$ cat src/rtl/counter_sched_pkg.sv
// Shared definitions for the counter scheduler.
// Contents: the FSM state encoding, the default WIDTH/NREQ values and a
// round-robin pick function. The function takes a request vector and the
// index of the last winner, and returns a one-hot grant.
package counter_sched_pkg;

  typedef enum logic [1:0] {
    IDLE = 2'd0,
    LOAD = 2'd1,
    RUN  = 2'd2,
    DONE = 2'd3
  } state_t;

  localparam int WIDTH_DEF = 8;
  localparam int NREQ_DEF  = 2;

  // Widest request vector the pick function handles. Callers zero-extend
  // their request vector to this width.
  localparam int RR_MAX = 32;

  // The search starts at last+1 (mod nreq) and walks upward, wrapping
  // around. The first requester found wins. The result is zero when no
  // request is set.
  function automatic logic [RR_MAX-1:0] rr_pick(input logic [RR_MAX-1:0] req,
                                                input int                nreq,
                                                input int                last);
    logic [RR_MAX-1:0] g;
    logic              found;
    int                idx;
    g     = '0;
    found = 1'b0;
    for (int k = 1; k <= RR_MAX; k++) begin
      if (k <= nreq && !found) begin
        idx = (last + k) % nreq;
        if (req[idx]) begin
          g[idx] = 1'b1;
          found  = 1'b1;
        end
      end
    end
    return g;
  endfunction

endpackage

$ cat src/rtl/counter_scheduler_core.sv
// counter_core: loadable up-counter shared by the scheduler.
// Ports:
//   clk      - clock, rising edge
//   rst      - synchronous active-high reset; clears q to 0
//   en       - increment q by one (wraps modulo 2^WIDTH)
//   load     - load load_val into q; takes priority over en
//   load_val - value loaded when load is high
//   q        - counter value
module counter_core #(
  parameter int WIDTH = 8
) (
  input  logic             clk,
  input  logic             rst,
  input  logic             en,
  input  logic             load,
  input  logic [WIDTH-1:0] load_val,
  output logic [WIDTH-1:0] q
);

  always_ff @(posedge clk) begin
    if (rst) begin
      q <= '0;
    end else if (load) begin
      q <= load_val;
    end else if (en) begin
      q <= q + WIDTH'(1);
    end
  end

endmodule

$ cat src/rtl/counter_scheduler.sv
// counter_scheduler: round-robin sharing of one loadable up-counter among
// NREQ requesters. A granted job loads start_val, counts up run_len times,
// then reports the final count with a one-cycle done pulse.
// Ports:
//   clk, rst  - clock; synchronous active-high reset
//   req       - per-requester level request, sampled only in IDLE
//   start_val - packed start values, slice i belongs to requester i
//   run_len   - packed increment counts, slice i belongs to requester i
//   gnt       - one-hot grant, held from LOAD through DONE
//   done      - completion pulse to the owning requester
//   result    - final count; valid with done, otherwise holds last value
//   busy      - FSM not idle
//   count     - live counter value
//   count_oe  - counter output enable, high in RUN and DONE
module counter_scheduler
  import counter_sched_pkg::*;
#(
  parameter int WIDTH = WIDTH_DEF,
  parameter int NREQ  = NREQ_DEF
) (
  input  logic                  clk,
  input  logic                  rst,
  input  logic [NREQ-1:0]       req,
  input  logic [NREQ*WIDTH-1:0] start_val,
  input  logic [NREQ*WIDTH-1:0] run_len,
  output logic [NREQ-1:0]       gnt,
  output logic [NREQ-1:0]       done,
  output logic [WIDTH-1:0]      result,
  output logic                  busy,
  output logic [WIDTH-1:0]      count,
  output logic                  count_oe
);

  localparam int IDX_W = (NREQ > 1) ? $clog2(NREQ) : 1;

  state_t            state_q, state_d;
  logic [NREQ-1:0]   gnt_q;
  logic [IDX_W-1:0]  win_q, last_q;
  logic [WIDTH-1:0]  start_q, len_q, rem_q, result_q;
  logic              ctr_load, ctr_en;

  logic [RR_MAX-1:0] pick_full;
  logic [NREQ-1:0]   pick;
  logic [IDX_W-1:0]  pick_idx;
  logic              unused_pick;

  // Arbitration, evaluated every cycle and used only when leaving IDLE.
  always_comb begin
    pick_full = rr_pick(RR_MAX'(req), NREQ, int'(last_q));
    pick      = pick_full[NREQ-1:0];
    pick_idx  = '0;
    for (int i = 0; i < NREQ; i++) begin
      if (pick[i]) pick_idx = IDX_W'(i);
    end
  end

  // Bits above NREQ are always zero.
  assign unused_pick = ^pick_full;

  // Next-state and counter controls.
  always_comb begin
    state_d  = state_q;
    ctr_load = 1'b0;
    ctr_en   = 1'b0;
    case (state_q)
      IDLE: if (|req) state_d = LOAD;
      LOAD: begin
        ctr_load = 1'b1;
        state_d  = (len_q == '0) ? DONE : RUN;
      end
      RUN: begin
        ctr_en = 1'b1;
        if (rem_q == WIDTH'(1)) state_d = DONE;
      end
      DONE:    state_d = IDLE;
      default: state_d = IDLE;
    endcase
  end

  // State register, operand latches and remaining-count tracker.
  always_ff @(posedge clk) begin
    if (rst) begin
      state_q  <= IDLE;
      gnt_q    <= '0;
      win_q    <= '0;
      last_q   <= IDX_W'(NREQ - 1);
      start_q  <= '0;
      len_q    <= '0;
      rem_q    <= '0;
      result_q <= '0;
    end else begin
      state_q <= state_d;
      case (state_q)
        IDLE: begin
          if (|req) begin
            gnt_q   <= pick;
            win_q   <= pick_idx;
            start_q <= start_val[pick_idx*WIDTH +: WIDTH];
            len_q   <= run_len[pick_idx*WIDTH +: WIDTH];
          end
        end
        LOAD: rem_q <= len_q;
        RUN:  rem_q <= rem_q - WIDTH'(1);
        DONE: begin
          result_q <= count;
          last_q   <= win_q;
          gnt_q    <= '0;
        end
        default: ;
      endcase
    end
  end

  counter_core #(.WIDTH(WIDTH)) u_core (
    .clk      (clk),
    .rst      (rst),
    .en       (ctr_en),
    .load     (ctr_load),
    .load_val (start_q),
    .q        (count)
  );

  // In DONE, the count already holds the final value. Presenting it
  // directly lets result be valid in the same cycle as done.
  assign done     = (state_q == DONE) ? gnt_q : '0;
  assign result   = (state_q == DONE) ? count : result_q;
  assign gnt      = gnt_q;
  assign busy     = (state_q != IDLE);
  assign count_oe = (state_q == RUN) || (state_q == DONE);

endmodule
$ cat config.mk
export PLATFORM = sky130hd
export DESIGN_NAME = counter_scheduler
export DESIGN_NICKNAME = d
export VERILOG_FILES = /design/src/rtl/counter_sched_pkg.sv /design/src/rtl/counter_scheduler_core.sv /design/src/rtl/counter_scheduler.sv
export SDC_FILE = /design/constraint.sdc
export NUM_CORES = 1
export LEC_CHECK = 0
export BUFFER_PORTS_ARGS = -buffer_cell sky130_fd_sc_hd__buf_2
export CORE_MARGIN = 5
export CORE_UTILIZATION = 45
export CTS_CLUSTER_DIAMETER = 60
export DETAILED_ROUTE_END_ITERATION = 10
export GPL_ROUTABILITY_DRIVEN = 0
export GPL_TIMING_DRIVEN = 0
export PLACE_DENSITY = 0.66
export RECOVER_POWER = 50
export REMOVE_ABC_BUFFERS = 1
export SYNTH_ARGS = -nofsm -noshare
export SYNTH_HDL_FRONTEND = slang
export SYNTH_SLANG_ARGS = --single-unit
export TNS_END_PERCENT = 20
$ cat constraint.sdc
create_clock -name clk -period 3.3 [get_ports clk]
set_input_delay 0.165 -clock clk [delete_from_list [all_inputs] [get_ports clk]]
set_output_delay 0.165 -clock clk [all_outputs]
set_load 0.05 [all_outputs]
==> key figures, run 1 <==
Clock network
  • # hold bufs at CTS: 0
  • CTS resizes: 0
  • Clk slew on worst S/H paths: 0.09 ns
  • Clock buffer count from CTS: 5
  • CTS sink cnt: 46
  • Skew-Pair Late Insertion Delay: 0.30 ns
  • Root buffer cell: clkbuf_8
  • CTS HTree Levels: 2
  • Clock tree buffer depth: 2
  • Post-CTS Setup Inserts: 0
  • CTS tree: yes

Floorplanning
  • Core footprint: 5172 um^2
  • Cell row count: 26
  • Initial Utilization: 46.69%
  • IO Count: 58
  • Die Span Y: 83.26 um
  • Die Width: 83.26 um
  • Die area: 6931 um^2

Synthesis
  • Main synth FF type: dfxtp_1
  • Most frequent cells after synthesis: 46 x dfxtp_1, 33 x nor2_1, 22 x mux2i_1
  • Yosys reg bits: 46
  • Ys async rst share: 0%
  • Most numerous cell in the Yosys netlist: dfxtp_1
  • Synthesized cell area: 2415 um^2
  • Ys Warns: 0
  • Synth top area cells: dfxtp_1 38%, mux2i_1 9.1%, a211oi_1 6.5%, nor2_1 5.1%, mux2_2 4.2%
  • Post-Syn Area per Cell: 9.044 um^2
  • Yosys cell types: 48
  • Yosys top cell by area: dfxtp_1
  • Number of synthesized flops with an enable pin: 0
  • Top-area cell type share of the netlist area: 38.13%
  • Mapped Cells: 267
  • Register area share after synthesis: 38.13%

Hold path
  • Hold Path Depth: 3
  • Worst hold endpoint: start_q[2]
  • Min-Delay Path Class: primary input to flop
  • Hold Path Origin: start_val[2]

Timing
  • Setup-failing EPs final: 0
  • Period minus WS final: 2.393 ns
  • Smallest hold slack: 0.1931 ns
  • Count of final hold-check violations: 0
  • Pins Over Slew Limit: 0
  • RSZ-0062 raised after global routing: false
  • Final setup skew: 0.006993 ns
  • Max transition margin: 19.33%
  • Maximum clock rate: 417.8 MHz
  • Post-route setup TNS: 0 ns
  • Part of the cycle the worst path needs: 72.52%
  • Slew @ Worst Pin: 1.209 ns

Critical path
  • Worst setup EP type: flop
  • Reg2reg setup slack: 0.91 ns
  • Critical path type: flop to flop
  • Reg2reg start: state_q[0]
  • RR Endpoint: u_core.q[7]
  • Startpoint Class: flop
  • CP Launch Point: state_q[0]
  • Critical path fanouts, max: 25
  • Data arrival, critical path: 2.61 ns
  • Critical path required time: 3.52 ns
  • FF-to-FF path depth: 6

Power
  • P_sw: 0.9877 mW
  • Sw Share: 44.22%
  • Final Power: 2.234 mW
  • Peak supply drop: 0.3432 mV
  • Clock power share: 15.0%
  • Power per cell area: 805.9 nW/um^2
  • Sequential Power Share: 38.3%
  • Logic pwr share: 46.7%
  • Pleak: 1.125 nW
  • Pint: 1.246 mW

Cells and area
  • Register area: 920.9 um^2
  • Area taken by multi-input logic gates: 1368 um^2
  • Share of cells above drive strength 1: 21.59%
  • Fill count: 484
  • Area delta synth->final: 14.77%
  • Antenna diodes: 0
  • # nets final: 358

Global route
  • Antenna violations before repair: 0
  • Total track usage: 15.45%
  • Remaining global-route overflow: 0
  • Number of global-route vias before repair: 1905
  • First-pass GRT wire length: 8.956 mm
  • Largest net degree at the start of global routing: 48

Route
  • Iter 0 DRT Violations: 101
  • Via density: 5.257
  • WL final: 5.131 mm
  • Vias post-DR: 2024
  • Number of routed nets with antenna violations: 0
  • WL/cell: 13.33 um
  • DRC viols: 0
  • DR pass1 iterations: 4

Run
  • Max-cap violation count: 0

Status
  • Status: completed

Place
  • Port Buffer Count: 57
  • Final HPWL DP: 3.474 mm
==> metrics by stage <==
step | setup WS (ns) | std cells | util [%] | cell area [um^2]
2_1_floorplan | 1.369 | 249 | - | 2326
3_3_place_gp | 0.9613 | 376 | 52.18 | 2699
3_5_place_dp | 0.9372 | 376 | 52.18 | 2699
4_1_cts | 0.9184 | 384 | 53.85 | 2785
5_1_grt | 0.6891 | 385 | 53.58 | 2771
6_report | 0.9068 | 385 | 53.58 | 2771
==> power groups by stage <==
stage	clock [mW]	sequential, mW	combinational (mW)
floorplan	0	0.922	0.754
global placement	0	0.865	1.05
detailed placement	0	0.867	1.07
CTS	0.349	0.855	1.07
global route	0.376	0.884	1.17
finish	0.335	0.855	1.04
==> cells in the final DEF, fill, tap and decap left out, types with 4 or more instances in the layout <==
cell type / synthesis / routed
buf_2: 5 / 43
nor3_1: 4 / 5
mux2_2: 9 / 8
a22oi_1: 4 / 4
dfxtp_1: 46 / 46
clkbuf_1: 10 / 15
ha_1: 8 / 8
inv_1: 4 / 5
mux2i_1: 22 / 22
nor2b_1: 14 / 14
clkbuf_8: 0 / 5
a211oi_1: 21 / 21
o21ai_0: 13 / 14
nand2_1: 8 / 8
a21oi_1: 13 / 13
nor2_1: 33 / 33
nand2b_1: 5 / 5
==> worst max path at each step <==
| stage | to | slack, ns | cells past startpoint |
|---|---|---|---|
| 6_report | u_core.q[7] | 0.91 | 6 |
| 5_1_grt | len_q[5] | 0.69 | 6 |
| 4_1_cts | u_core.q[7] | 0.92 | 6 |
| 3_5_place_dp | u_core.q[7] | 0.94 | 6 |
| 3_3_place_gp | u_core.q[7] | 0.96 | 6 |
| 2_1_floorplan | win_q | 1.37 | 6 |
==> state kept, by name (all words and copies together) (netlist names) <==
register	cells
gnt	2
last_q	1
len_q	8
rem_q	8
result_q	8
start_q	8
state_q	2
u_core.q	8
win_q	1
==> worst max-delay path, cell delays in order, from the launching register on <==
cell and delay, ns:
dfxtp_1 0.38, inv_1 0.12, ha_1 0.83, clkinv_1 0.49, nor3_1 0.27, mux2i_1 0.10, a21oi_1 0.12
==> routing by layer <==
layer / vias to the layer above / routed length (um) / track usage (%)
met2: 57 / 2136 / 23.32
met3: 5 / 330 / 3.960
li1: 1058 / - / -
met4: 0 / 48 / 4.458
met5: - / 0 / 0
met1: 904 / 2614 / 21.63
==> cell type report <==
| type | instances | share of cell area, % |
|---|---|---|
| clock inverter | 2 | 0.4966 |
| clock buffer | 6 | 2.619 |
| sequential | 46 | 33.23 |
| timing repair buffer | 58 | 10.20 |
| inverter | 7 | 0.9481 |
| multi-input combinational | 196 | 49.35 |
| tap | 70 | 3.160 |
==> cells by family (layout without fill, tap and decap cells) <==
| group | Yosys count | after routing | share of synthesized area [%] |
|---|---|---|---|
| buffers and inverters | 25 | 73 | 4.766 |
| adder cells (fa/ha/maj) | 8 | 8 | 4.145 |
| AND/OR/NAND/NOR | 88 | 88 | 20.00 |
| flip-flops | 46 | 46 | 38.13 |
| multiplexers | 31 | 31 | 13.32 |
| AO/OA/AOI/OAI | 69 | 69 | 19.64 |
Power figures use the tool's default switching activity.
==> run 2: changes to the inputs <==
Settings changed: PLACE_DENSITY 0.66 to 0.69.
Clock period 3.3 ns to 2.2 ns, I/O delays scaled along.
==> key figures, run 2 (synthesized netlist as in run 1, its figures left out) <==
Cells and area
  • Fin area: 2793 um^2 (+0.77%)
  • Share of cells above drive strength 1: 22.29% (+0.71 points)
  • Non-Filler Instances: 384 (-0.26%)
  • Antenna diodes: 0 (unchanged)
  • Leading cell type in the layout, fill and taps excluded: dfxtp_1
  • Post-layout util: 53.99% (+0.41 points)
  • Area delta synth->final: 15.65%
  • Commonest non-fill, non-tap cells in the layout: 46 x dfxtp_1, 43 x buf_2, 33 x nor2_1
  • # nets final: 357 (-0.28%)

Global route
  • Largest net degree at the start of global routing: 48 (unchanged)
  • Total track usage: 15.42% (-0.032 points)
  • Number of global-route vias before repair: 1981 (+4.0%)
  • First-pass GRT wire length: 9.080 mm (+1.4%)
  • Remaining global-route overflow: 0 (unchanged)
  • Antenna violations before repair: 0 (unchanged)

Critical path
  • Reg2reg setup slack: 0.29 ns (-0.62 ns)
  • Data arrival, critical path: 1.87 ns (-0.74 ns)
  • Slowest-stage cell, CP: clkbuf_1
  • Max incr delay on CP: 0.46 ns (-0.37 ns)
  • Cell family with most CP delay: buffers and inverters
  • Reg2reg start: last_q
  • Critical path cell sequence: inv_1, ha_2, or2_2, clkbuf_1
  • Critical path fanouts, max: 15 (-40%)
  • Worst setup EP type: output pin
  • CP bufs+invs: 2 (unchanged)
  • Startpoint Class: flop
  • FF-to-FF path depth: 3 (-3)
  • Critical path type: flop to output pin
  • RR Endpoint: start_q[3]
  • Critical path required time: 2.09 ns (-1.43 ns)

Route
  • Vias post-DR: 2037 (+0.64%)
  • WL/cell: 13.61 um (+2.2%)
  • DRC viols: 0 (unchanged)
  • Iter 0 DRT Violations: 114 (+13%)
  • WL final: 5.228 mm (+1.9%)
  • DR pass1 iterations: 4 (unchanged)
  • Number of routed nets with antenna violations: 0 (unchanged)
  • Via density: 5.305 (+0.90%)

Timing
  • Part of the cycle the worst path needs: 89.92%
  • Period minus WS final: 1.978 ns
  • Max transition margin: 13.32% (-6.0 points)
  • RSZ-0062 raised after global routing: false
  • Setup-failing EPs final: 0 (unchanged)
  • Slew @ Worst Pin: 1.293 ns (+0.08389 ns)
  • Final setup skew: 0.01246 ns (+0.005463 ns)
  • Count of final hold-check violations: 0 (unchanged)
  • Pins Over Slew Limit: 0 (unchanged)
  • Maximum clock rate: 505.5 MHz

Floorplanning
  • IO Count: 58 (unchanged)
  • Die Width: 83.26 um (unchanged)
  • Core footprint: 5172 um^2 (unchanged)
  • Cell row count: 26 (unchanged)
  • Initial Utilization: 46.69% (unchanged)
  • Die area: 6931 um^2 (unchanged)
  • Die Span Y: 83.26 um (unchanged)

Power
  • Final Power: 3.464 mW (+55%)
  • Pleak: 1.120 nW (-0.37%)
  • Power per cell area: 1240 nW/um^2 (+54%)
  • Peak supply drop: 0.5185 mV (+51%)

Clock network
  • Clock tree buffer depth: 2 (unchanged)
  • Clock buffer count from CTS: 5 (unchanged)
  • CTS HTree Levels: 2 (unchanged)
  • CTS tree: yes
  • Clk slew on worst S/H paths: 0.09 ns (about the same)
  • Root buffer cell: clkbuf_8
  • Skew-Pair Late Insertion Delay: 0.30 ns (about the same)
  • CTS sink cnt: 46 (unchanged)

Hold path
  • Hold Path Origin: start_val[1]
  • Worst hold endpoint: start_q[1]
  • Hold Path Depth: 3 (unchanged)
  • Min-Delay Path Class: primary input to flop

Run
  • Max-cap violation count: 0 (unchanged)

Status
  • Status: completed

Place
  • Port Buffer Count: 57 (unchanged)
  • DP Area: 2699 um^2 (unchanged)
  • Post-Place Cells: 376 (unchanged)
  • Final HPWL DP: 3.567 mm (+2.7%)
[run 2: cell type report]
class / instances / area [um^2]
clock buffer: 7 / 86.33
tap: 70 / 87.58
fill: 507 / 2380
inverter: 7 / 26.28
sequential: 46 / 920.9
multi-input combinational: 196 / 1395
timing repair buffer: 57 / 267.8
clock inverter: 1 / 8.758
[run 2: routing by layer]
layer / global-route usage [%] / up-vias / wire length [um]
met5: 0 / - / 0
met4: 3.566 / 0 / 57
met3: 3.366 / 4 / 267
met2: 26.38 / 47 / 2436
met1: 19.73 / 931 / 2467
li1: - / 1055 / -
[run 2: worst min-delay path, cell delays in order]
cell and delay (ns):
buf_2 0.09, mux2i_1 0.11, a211oi_1 0.08
[run 2: timing repair]
action | in CTS | in global routing
gates resized for setup | 2 | 3
setup buffers | 0 | 0
setup endpoints to repair | 22 | 10
pin swaps | 0 | 0
hold buffers | 0 | 0
[run 2: worst max-delay path by stage]
stage	from	to	slack, ns	cells after the start
after floorplan	state_q[0]	win_q	0.27	6
after global placement	state_q[0]	u_core.q[7]	-0.11	6
after detailed placement	state_q[1]	u_core.q[7]	-0.15	6
after CTS	state_q[1]	result[7]	0.08	3
after global routing	last_q	len_q[6]	0.11	3
final	state_q[0]	count_oe	0.22	4
[run 2: stage by stage]
stage | hold WS (ns) | TNS [ns] | setup slack (ns)
after detailed placement | 0.4563 | -1.559 | -0.1516
after floorplan | 0.1746 | 0 | 0.2690
after CTS | 0.1404 | 0 | 0.07960
after global placement | 0.4468 | -0.4200 | -0.1127
final | 0.1364 | 0 | 0.2218
after global routing | 0.1430 | 0 | 0.1131
[run 2: report_power, final]
part	switching, mW	internal (mW)	leakage, nW	total (mW)
Clock	0.291	0.260	0.0489	0.551
Combinational	1.01	0.617	0.694	1.62
Sequential	0.222	1.07	0.377	1.29
==> run 3: changes to the inputs <==
--- a/config.mk
+++ b/config.mk
@@ -13,5 +13,5 @@
 export GPL_ROUTABILITY_DRIVEN = 0
 export GPL_TIMING_DRIVEN = 0
-export PLACE_DENSITY = 0.69
+export PLACE_DENSITY = 0.72
 export RECOVER_POWER = 50
 export REMOVE_ABC_BUFFERS = 1
==> constraint.sdc (replaced) <==
create_clock -name clk -period 2.2 [get_ports clk]
set_input_delay 0.11 -clock clk [delete_from_list [all_inputs] [get_ports clk]]
set_output_delay 0.11 -clock clk [all_outputs]
set_load 0.01 [all_outputs]
==> key figures, run 3 (synthesized netlist as in run 1, its figures left out) <==
Timing
  • Setup-failing EPs final: 0 (unchanged)
  • Slew @ Worst Pin: 1.325 ns (+0.03243 ns)
  • Pins Over Slew Limit: 0 (unchanged)
  • Part of the cycle the worst path needs: 91.85% (+1.9 points)
  • Count of final hold-check violations: 0 (unchanged)
  • RSZ-0062 raised after global routing: false
  • Post-route setup TNS: 0 ns (unchanged)
  • Maximum clock rate: 494.9 MHz (-2.1%)
  • Final setup skew: 0.005095 ns (-0.007362 ns)
  • Max transition margin: 11.15% (-2.2 points)
  • Period minus WS final: 2.021 ns (+0.04255 ns)
  • PnR worst setup slack: 0.1792 ns (-0.04255 ns)

Route
  • Vias post-DR: 2046 (+0.44%)
  • Number of routed nets with antenna violations: 0 (unchanged)
  • DRC viols: 0 (unchanged)
  • WL/cell: 14.00 um (+2.8%)
  • Iter 0 DRT Violations: 149 (+31%)
  • DR pass1 iterations: 4 (unchanged)
  • Via density: 5.328 (+0.44%)
  • WL final: 5.375 mm (+2.8%)

Floorplanning
  • Die Width: 83.26 um (unchanged)
  • Initial Utilization: 46.69% (unchanged)
  • IO Count: 58 (unchanged)
  • Die Span Y: 83.26 um (unchanged)
  • Core footprint: 5172 um^2 (unchanged)
  • Cell row count: 26 (unchanged)
  • Die area: 6931 um^2 (unchanged)

Cells and area
  • Area delta synth->final: 15.28%
  • Leading cell type in the layout, fill and taps excluded: buf_2
  • Post-layout util: 53.82% (-0.17 points)
  • Antenna diodes: 0 (unchanged)
  • Share of cells above drive strength 1: 22.61% (+0.32 points)
  • Commonest non-fill, non-tap cells in the layout: 47 x buf_2, 46 x dfxtp_1, 33 x nor2_1
  • Fin area: 2784 um^2 (-0.31%)
  • # nets final: 357 (unchanged)
  • Non-Filler Instances: 384 (unchanged)

Clock network
  • Post-CTS Setup Inserts: 0 (unchanged)
  • CTS tree: yes
  • # hold bufs at CTS: 0 (unchanged)
  • CTS resizes: 2 (unchanged)
  • Clock tree buffer depth: 2 (unchanged)
  • Root buffer cell: clkbuf_8
  • Clk slew on worst S/H paths: 0.08 ns (about the same)
  • Skew-Pair Late Insertion Delay: 0.30 ns (about the same)
  • CTS sink cnt: 46 (unchanged)
  • Clock buffer count from CTS: 5 (unchanged)
  • CTS HTree Levels: 2 (unchanged)

Status
  • Status: completed

Power
  • Power per cell area: 1161 nW/um^2 (-6.4%)
  • Peak supply drop: 0.4865 mV (-6.2%)
  • Pleak: 1.137 nW (+1.5%)

Critical path
  • Worst setup EP type: output pin
  • Critical path fanouts, max: 16 (+1)
  • FF-to-FF path depth: 6 (+3)
  • Critical path required time: 2.09 ns (about the same)
  • Startpoint Class: flop
  • Critical path type: flop to output pin
  • Data arrival, critical path: 1.91 ns (+0.04 ns)

Place
  • Post-Place Cells: 376 (unchanged)
  • DP Worst Slack: -0.1476 ns (+0.004021 ns)
  • Port Buffer Count: 57 (unchanged)
  • Final HPWL DP: 3.650 mm (+2.3%)
  • DP Area: 2699 um^2 (unchanged)

Hold path
  • Hold Path Depth: 3 (unchanged)
  • Min-Delay Path Class: primary input to flop

Global route
  • Number of global-route vias before repair: 1981 (unchanged)
  • Total track usage: 15.71% (+0.29 points)
  • Antenna violations before repair: 0 (unchanged)
  • Remaining global-route overflow: 0 (unchanged)
  • Largest net degree at the start of global routing: 48 (unchanged)
  • First-pass GRT wire length: 9.197 mm (+1.3%)

Run
  • Max-cap violation count: 0 (unchanged)
## run 3: changes by cell type in the layout (fill, tap and decap cells not counted), moves of 2 or more
| cell | before | now |
|---|---|---|
| and2_1 | 3 | 1 |
| ha_2 | 2 | 0 |
| buf_2 | 43 | 47 |
| ha_1 | 5 | 7 |
| clkbuf_1 | 15 | 11 |
| and2_0 | 0 | 2 |
## run 3: area by class of cell
| class | instances | area (um^2) |
|---|---|---|
| clock buffers | 6 | 72.57 |
| clock inverters | 2 | 13.76 |
| fillers | 484 | 2389 |
| inverters | 7 | 26.28 |
| multi-input cells | 196 | 1390 |
| flip-flops and latches | 46 | 920.9 |
| well taps | 70 | 87.58 |
| repair buffers | 57 | 272.8 |
## run 3: through the flow
step           hold WS, ns  total power, mW
2_1_floorplan       0.1746            2.321
3_3_place_gp        0.4431            2.667
3_5_place_dp        0.4516            2.722
4_1_cts             0.1360            3.250
5_1_grt             0.1448            3.507
6_report            0.1408            3.232
## run 3: final timing paths
path | endpoint | slack [ns] | from
min reg2reg | last_q | 0.47 | win_q
max reg2reg | rem_q[6] | 0.25 | state_q[0]
min | len_q[0] | 0.14 | run_len[0]
max | result[0] | 0.18 | state_q[1]
## run 3: power breakdown
| part | internal, mW | leakage [nW] | switching [mW] |
|---|---|---|---|
| Combinational | 0.617 | 0.714 | 0.811 |
| Sequential | 1.07 | 0.377 | 0.232 |
| Clock | 0.224 | 0.0452 | 0.281 |
## run 3: metal layers
layer	global-route usage, %	share of wire (%)
met1	19.63	49
met2	26.46	44
met3	3.960	5.7
met4	4.903	1.4
met5	0	0
## run 3: worst max-delay path, stage by stage, from the launching register on
cell and delay [ns]:
dfxtp_1 0.41, ha_1 0.64, mux2_2 0.41, buf_2 0.14
